[src/rtl/lcd_hd44780_ctrl.sv]
// HD44780 4-bit write-only bus driver: power-on init sequence, then byte requests split into two E-strobed nibbles.
// Optional LCD_CTRL_FAST_SIM_EN forces one clock per microsecond for fast simulation.
module lcd_hd44780_ctrl #(
  parameter int unsigned CLK_HZ      = 27_000_000,
  parameter int unsigned SETUP_CYC   = 2,
  parameter int unsigned PULSE_CYC   = 12,
  parameter int unsigned HOLD_CYC    = 2,
  parameter int unsigned EXEC_US     = 40,
  parameter int unsigned LONG_US     = 1640,
  parameter int unsigned POWER_ON_US = 15000
) (
  input  logic       clk,
  input  logic       rst_n,
  input  logic [7:0] lcd_data,
  input  logic       lcd_write,
  input  logic       lcd_cmd_data,
  output logic       lcd_busy,
  output logic       init_done,
  output logic       lcd_rs,
  output logic       lcd_rw,
  output logic       lcd_e,
  output logic [3:0] lcd_d
);

`ifdef LCD_CTRL_FAST_SIM_EN
  localparam int unsigned CYC_PER_US = 1;
`else
  localparam int unsigned CYC_PER_US = CLK_HZ / 1_000_000;
`endif

  localparam int unsigned FIRST_NIB_US = 4100;
  localparam int unsigned NIB_US       = 100;
  localparam int unsigned MAX_US =
    (POWER_ON_US > LONG_US) ? ((POWER_ON_US > FIRST_NIB_US) ? POWER_ON_US : FIRST_NIB_US)
                            : ((LONG_US > FIRST_NIB_US) ? LONG_US : FIRST_NIB_US);
  localparam int unsigned CNT_W = $clog2(MAX_US * CYC_PER_US + 1) + 1;

  localparam logic [CNT_W-1:0] PWR_LD       = CNT_W'(POWER_ON_US * CYC_PER_US - 1);
  localparam logic [CNT_W-1:0] SETUP_LD     = CNT_W'(SETUP_CYC - 1);
  localparam logic [CNT_W-1:0] PULSE_LD     = CNT_W'(PULSE_CYC - 1);
  localparam logic [CNT_W-1:0] HOLD_LD      = CNT_W'(HOLD_CYC - 1);
  localparam logic [CNT_W-1:0] EXEC_CYC     = CNT_W'(EXEC_US * CYC_PER_US);
  localparam logic [CNT_W-1:0] LONG_CYC     = CNT_W'(LONG_US * CYC_PER_US);
  localparam logic [CNT_W-1:0] FIRST_NIB_CY = CNT_W'(FIRST_NIB_US * CYC_PER_US);
  localparam logic [CNT_W-1:0] NIB_CY       = CNT_W'(NIB_US * CYC_PER_US);
  localparam logic [CNT_W-1:0] CNT_ONE      = CNT_W'(1);
  localparam logic [CNT_W-1:0] CNT_ZERO     = CNT_W'(0);

  localparam logic [3:0] NIB_STEPS  = 4'd4;
  localparam logic [3:0] INIT_STEPS = 4'd8;

  typedef enum logic [2:0] {
    PWR_WAIT,
    INIT_NIB,
    INIT_BYTE,
    IDLE,
    SETUP,
    E_HIGH,
    HOLD,
    EXEC_WAIT
  } state_t;

  state_t           state;
  logic [CNT_W-1:0] cnt;
  logic [CNT_W-1:0] wait_q;
  logic [3:0]       init_step;
  logic [7:0]       byte_q;
  logic             single_q;
  logic             lo_phase;

  logic [3:0]       init_nib_c;
  logic [CNT_W-1:0] init_nib_wait_c;
  logic [7:0]       init_byte_c;

  // Clear/home commands need the long execution delay, everything else the short one.
  function automatic logic [CNT_W-1:0] byte_wait(input logic is_data, input logic [7:0] b);
    return (!is_data && (b[7:2] == 6'd0)) ? LONG_CYC : EXEC_CYC;
  endfunction

  always_comb begin
    init_nib_c      = (init_step == 4'd3) ? 4'h2 : 4'h3;
    init_nib_wait_c = (init_step == 4'd0) ? FIRST_NIB_CY : NIB_CY;
    case (init_step)
      4'd4:    init_byte_c = 8'h28;
      4'd5:    init_byte_c = 8'h0C;
      4'd6:    init_byte_c = 8'h06;
      default: init_byte_c = 8'h01;
    endcase
  end

  assign lcd_rw = 1'b0;

  // Init waits end one cycle early; the INIT_NIB/INIT_BYTE dispatch cycle completes them.
  always_ff @(posedge clk or negedge rst_n) begin
    if (!rst_n) begin
      state     <= PWR_WAIT;
      cnt       <= PWR_LD;
      wait_q    <= CNT_ZERO;
      init_step <= 4'd0;
      byte_q    <= 8'h00;
      single_q  <= 1'b0;
      lo_phase  <= 1'b0;
      lcd_busy  <= 1'b1;
      init_done <= 1'b0;
      lcd_rs    <= 1'b0;
      lcd_e     <= 1'b0;
      lcd_d     <= 4'h0;
    end else begin
      case (state)
        PWR_WAIT: begin
          if (cnt == CNT_ONE) state <= INIT_NIB;
          else                cnt   <= cnt - CNT_ONE;
        end

        INIT_NIB: begin
          lcd_rs    <= 1'b0;
          lcd_d     <= init_nib_c;
          single_q  <= 1'b1;
          lo_phase  <= 1'b0;
          wait_q    <= init_nib_wait_c;
          init_step <= init_step + 4'd1;
          cnt       <= SETUP_LD;
          state     <= SETUP;
        end

        INIT_BYTE: begin
          if (init_step == INIT_STEPS) begin
            init_done <= 1'b1;
            lcd_busy  <= 1'b0;
            state     <= IDLE;
          end else begin
            byte_q    <= init_byte_c;
            lcd_rs    <= 1'b0;
            lcd_d     <= init_byte_c[7:4];
            single_q  <= 1'b0;
            lo_phase  <= 1'b0;
            wait_q    <= byte_wait(1'b0, init_byte_c);
            init_step <= init_step + 4'd1;
            cnt       <= SETUP_LD;
            state     <= SETUP;
          end
        end

        IDLE: begin
          if (lcd_write && !lcd_busy) begin
            byte_q   <= lcd_data;
            lcd_rs   <= lcd_cmd_data;
            lcd_d    <= lcd_data[7:4];
            single_q <= 1'b0;
            lo_phase <= 1'b0;
            wait_q   <= byte_wait(lcd_cmd_data, lcd_data);
            lcd_busy <= 1'b1;
            cnt      <= SETUP_LD;
            state    <= SETUP;
          end
        end

        SETUP: begin
          if (cnt == CNT_ZERO) begin
            lcd_e <= 1'b1;
            cnt   <= PULSE_LD;
            state <= E_HIGH;
          end else begin
            cnt <= cnt - CNT_ONE;
          end
        end

        E_HIGH: begin
          if (cnt == CNT_ZERO) begin
            lcd_e <= 1'b0;
            cnt   <= HOLD_LD;
            state <= HOLD;
          end else begin
            cnt <= cnt - CNT_ONE;
          end
        end

        // After the high nibble of a full byte, go straight into the low nibble.
        HOLD: begin
          if (cnt == CNT_ZERO) begin
            if (!single_q && !lo_phase) begin
              lo_phase <= 1'b1;
              lcd_d    <= byte_q[3:0];
              cnt      <= SETUP_LD;
              state    <= SETUP;
            end else begin
              cnt   <= wait_q - CNT_ONE;
              state <= EXEC_WAIT;
            end
          end else begin
            cnt <= cnt - CNT_ONE;
          end
        end

        EXEC_WAIT: begin
          if (init_done) begin
            if (cnt == CNT_ZERO) begin
              lcd_busy <= 1'b0;
              state    <= IDLE;
            end else begin
              cnt <= cnt - CNT_ONE;
            end
          end else if (cnt == CNT_ONE) begin
            state <= (init_step < NIB_STEPS) ? INIT_NIB : INIT_BYTE;
          end else begin
            cnt <= cnt - CNT_ONE;
          end
        end

        default: state <= PWR_WAIT;
      endcase
    end
  end

endmodule

[config.mk]
export PLATFORM = sky130hd
export DESIGN_NAME = lcd_hd44780_ctrl
export DESIGN_NICKNAME = d
export VERILOG_FILES = /design/src/rtl/lcd_hd44780_ctrl.sv
export SDC_FILE = /design/constraint.sdc
export NUM_CORES = 1
export LEC_CHECK = 0
export CORE_MARGIN = 5
export CORE_UTILIZATION = 54
export DETAILED_ROUTE_END_ITERATION = 6
export PLACE_DENSITY = 0.87
export SLEW_MARGIN = 20
export SYNTH_ARGS = -nofsm -noshare
export SYNTH_HDL_FRONTEND = slang
export SYNTH_SLANG_ARGS = --single-unit
[constraint.sdc]
create_clock -name clk -period 2.55 [get_ports clk]
set_input_delay 0.51 -clock clk [delete_from_list [all_inputs] [get_ports clk]]
set_output_delay 0.51 -clock clk [all_outputs]
set_load 0.01 [all_outputs]
After elaboration in Yosys (flattened, before gate mapping)
Index checks and enable logic that the tools add are counted.

word-level totals
  register bits after elaboration = 61
  bits of input ports = 12
  output and inout bits = 9
  logic and storage cells = 124

cells by class
  add/sub/neg operators = 3
  $lt $le $gt $ge = 1
  eq/ne operators = 26
  muxes and demuxes = 55
  reduce and logical (&&, ||, !) cells = 27

operator list
  cell                   count
  $mux 20                11
  $pmux 20 s8            1
  $pmux 20 s3            1
  $sub 20x1->20 const B  2
  $mux 16                2
  $mux 4                 7
  $mux 3                 9
  $pmux 3 s8             1
  $eq 20x1->1 const B    1
  $logic_not 20->1       1
  $ne 2x2->1 const B     10
  $pmux 6 s3             1
  $mux 17                1
  $pmux 4 s2             2
  $pmux 4 s4             1
  $eq 3x3->1 const B     4
  $eq 4x3->1 const B     3
  $logic_not 6->1        2
  $reduce_and 3->1       4
  $mux 1                 11
  $reduce_and 5->1       2
  $ne 3x3->1 const B     3
  $pmux 1 s3             3
  $reduce_and 7->1       1
  17 further kinds       28

Longest topological paths before layout
  depth in word-level cells = 6
  depth in mapped cells = 10

Worst setup path before layout
No wires, ideal clock.

  path type = register to register
  start point = register cnt[0]
  end point = register cnt[12]
  data arrival time = 2.321 ns
  data required time = 2.463 ns
  setup slack = 0.142 ns
  stages on the path, launching flop included = 10
  path buffers = 1
  clock period less this slack = 2.408 ns
  path through = dfstp_2 > inv_1 > ha_1 > or3b_2 > nor2_8 > a31o_1 > buf_4 > o31a_4 > or4_1 > o211ai_1

between the ends
  word-level cells in the longest chain between the ends = 4
  elaborated cells between the ends (all ways) = 12
  those cells by class = 1 x add/sub; 2 x eq/ne; 7 x mux; 2 x reduce/logical

ends and longest elaborated chain
  item                                          line           source
  start: declaration                            64             logic [CNT_W-1:0] cnt;
  start signal: assignment                      112            else cnt <= cnt - CNT_ONE;
  start signal: assignment                      164            cnt <= cnt - CNT_ONE;
  start signal: assignment                      174            cnt <= cnt - CNT_ONE;
  $sub 20x1->20 or $eq 20x1->1 (tied branches)  -
  $mux 20 (on tied branches)                    111, 203, 197
  $mux 20                                       196            if (init_done) begin
  $pmux 20 s8                                   109            case (state)

Parallel ways exist; a longest one is shown, timed or not. The select of a mux whose other input is x is not followed.
A chain may end at the register's enable or synchronous reset.

Final worst setup path
  start point = register cnt[1]
  end point = register cnt[2]

The elaborated chain is that of the path after synthesis.

==> qor.txt <==
Clock tree sinks - 48
Post-synth EDFFs - 0
Skew final - 13.9 ps
Period minus WS final - 2490 ps
Die H - 88.3 um
Vias - 3388
Worst endpoint data arrival time - 2750 ps
Hold Crit Class - primary input to asynchronous set/reset pin
Synth Area in Compound Gates - 25.0%
Synthesized flop and latch total - 48
Setup violators final - 0
CP bufs+invs - 2
Worst-Skew Late Latency - 310 ps
Final worst slack - 55.4 ps
Fmax - 401 MHz
Syn Area/Cell - 8.77 um^2
Crit-path slowest cell - dfstp_2
Synth Net Count - 397
Die area - 7800 um^2
WL per Instance - 19.9 um
Initial Util - 55.6%
Critical Path Max Stage Delay - 560 ps
Required time worst endpoint - 2810 ps
CP endpoint kind - flop
Crit share post-route - 97.8%
Worst slew pin tran - 569 ps
Post-synth cell types - 72
Worst-case clock buffer depth - 2
Number of routed nets with antenna violations - 0
Post-synthesis async set-or-reset flop share - 100%
Core area - 5960 um^2
CP top delay family - compound AO/OA/AOI/OAI gates
DRC violations left - 0
DPL Wire Length - 7010 um
Gpl congestion - 1.04
CTS H-tree depth - 2
Crit start category - flop
VDD IR max - 243 uV
Routed WL - 9900 um
Slew headroom - 62.1%
Final Slew Violations - 0
Status - finished, final reports clean
Largest net degree at the start of global routing - 49
Crit-path max FO - 10
Worst Setup Path Type - flop to flop
Largest family of logic cells by synthesized area - simple AND/OR/NAND/NOR gates
Ratio of cells with drive above 1 in the final layout - 19.4%
Drt via density - 6.80
Leakage - 0.00162 uW
Power Total - 1380 uW
Vias in the first global route - 3153
# hold bufs at CTS - 0
TNS Setup - 0 ps
Footprint of the multi-input gates - 1990 um^2
Reg area - 1210 um^2
Filler Cells Inserted - 479
GRT Total Usage - 25.4%
First-pass GRT wire length - 15500 um
Max Cap Viol - 0
Num rows - 28
Synth-to-Final Area Change - 18.7%
Drt pass-1 iters - 6
Worst slack, placed - 7.85 ps
CTS tree - yes
Commonest non-fill, non-tap cells in the layout - dfrtp_1, buf_4, nand2_1, nor2_1
TritonCTS Buffers - 5
Adder-Cell Fraction of Synth Area - 2.64%
Total gr overflow - 0
Critical-path cell list - inv_1 > ha_1 > or3b_4 > nor2_8 > a31o_1 > o31a_4 > buf_4 > o32ai_1 > a21o_1
Mapped Cells - 378
Antenna cells - 0
Final core utilization - 66.1%
Multiplexer share of the synthesized area - 2.38%
Number of buffers added on ports - 19
Synthesis warning total - 0
Initial DRC Count - 450
Post-Synthesis Cell Area - 3310 um^2
Root Buffer - clkbuf_8
Clk slew on worst S/H paths - 100 ps
Synthesized-area fraction occupied by and/or/nand/nor cells - 25.4%
Pwr dens - 350 nW/um^2
Commonest non-fill, non-tap cell in the layout - dfrtp_1
Post-Synth XOR/XNOR Area - 3.17%
Initial antenna violation count - 0
Ports - 21
Ys flop type - dfrtp_1
Final net count - 441
Sequential element share of the synthesized area - 36.6%
Die width - 88.3 um
Final-report hold violation count - 0
==> power breakdown <==
group	internal (uW)	switching (uW)
registers	761	0
clock network	296	280
logic	18.3	21.2
==> worst paths after layout <==
check                              startpoint                   to  cells after the start  slack (ps)
setup reg to reg           cnt[1]$_DFFE_PN1P_   cnt[2]$_DFFE_PN1P_                      9          60
hold / removal                          rst_n  cnt[19]$_DFFE_PN0P_                      2         170
min in group clk           lcd_rs$_DFFE_PN0P_   lcd_rs$_DFFE_PN0P_                      2         510
max in group asynchronous               rst_n   cnt[0]$_DFFE_PN1P_                      2        2100
hold reg to reg            lcd_rs$_DFFE_PN0P_   lcd_rs$_DFFE_PN0P_                      2         510
setup / recovery           cnt[1]$_DFFE_PN1P_   cnt[2]$_DFFE_PN1P_                      9          60
==> cell type report <==
type,instances,share of cell area (%)
Sequential cell,48,30.9
Inverter,11,1.05
Clock inverter,3,1.21
Multi-Input combinational cell,300,50.6
Timing Repair Buffer,56,12.1
Tap cell,75,2.39
Clock buffer,5,1.75
==> timing repair <==
item / in CTS / in global routing
endpoints found under the setup margin: 0 / 11
setup buffers: 0 / 4
resized for setup: 0 / 9
==> per-stage QoR <==
stage	hold slack (ps)	cell area (um^2)	std cells
after floorplan	214	3310	378
after global placement	478	3740	485
after detailed placement	491	3740	485
after CTS	176	3850	493
after global routing	184	3930	498
final	167	3930	498
==> state kept, by name, indices dropped and copies added, names as in the netlist <==
signal     cells
init_done      1
lcd_d          4
lcd_rs         1
cnt           20
init_step      4
lcd_busy       1
lo_phase       1
lcd_e          1
wait_q         8
state          3
byte_q         4
==> kinds of logic after synthesis <==
family,count (synthesis)
AO/OA/AOI/OAI,120
XOR/XNOR,12
adder cells (fa/ha/maj),7
buffers and inverters,31
flip-flops,48
multiplexers,7
other,1
AND/OR/NAND/NOR,152
==> synthesized netlist by cell type, types with 3 or more instances <==
library cell | instances | area [um^2]
a22o_1 | 3 | 26.3
o211ai_1 | 4 | 30.0
a41oi_1 | 3 | 26.3
a31o_1 | 3 | 26.3
and3_1 | 3 | 18.8
nand3_1 | 10 | 50.1
nor2b_1 | 5 | 31.3
xnor2_1 | 10 | 87.6
nand2b_1 | 7 | 43.8
a31oi_1 | 3 | 18.8
clkbuf_1 | 8 | 30.0
nor3b_1 | 4 | 30.0
o22ai_1 | 6 | 37.5
nor2_1 | 34 | 128
buf_2 | 4 | 20.0
a21oi_1 | 25 | 125
nand4_1 | 5 | 31.3
nor4_1 | 8 | 50.1
dfrtp_1 | 38 | 951
a211o_1 | 3 | 26.3
ha_1 | 7 | 87.6
a21o_1 | 8 | 60.1
a211oi_1 | 5 | 37.5
dfstp_2 | 10 | 263
mux2_2 | 7 | 78.8
nand2_1 | 34 | 128
nor3_1 | 17 | 85.1
or4_1 | 4 | 30.0
o21ai_0 | 25 | 125
buf_4 | 5 | 37.5
inv_1 | 11 | 41.3
a221o_1 | 4 | 40.0
o31ai_1 | 3 | 22.5
==> worst register-to-register path: cells and delay by family (launching register included) <==
family / cells / cell delay, ps
adders and majority gates: 1 / 220
buffers and inverters: 2 / 240
and+or+nand+nor: 2 / 360
AOI/OAI and AO/OA: 4 / 1070
DFF: 1 / 560
==> layer usage <==
layer / track usage (%) / share of wire, % / vias to the layer above
met2: 42.6 / 47 / 209
li1: - / - / 1501
met3: 5.03 / 8.9 / 66
met5: 0 / 0 / -
met4: 8.93 / 4.8 / 0
met1: 32.7 / 39 / 1612
(Power assumes the default switching activity.)
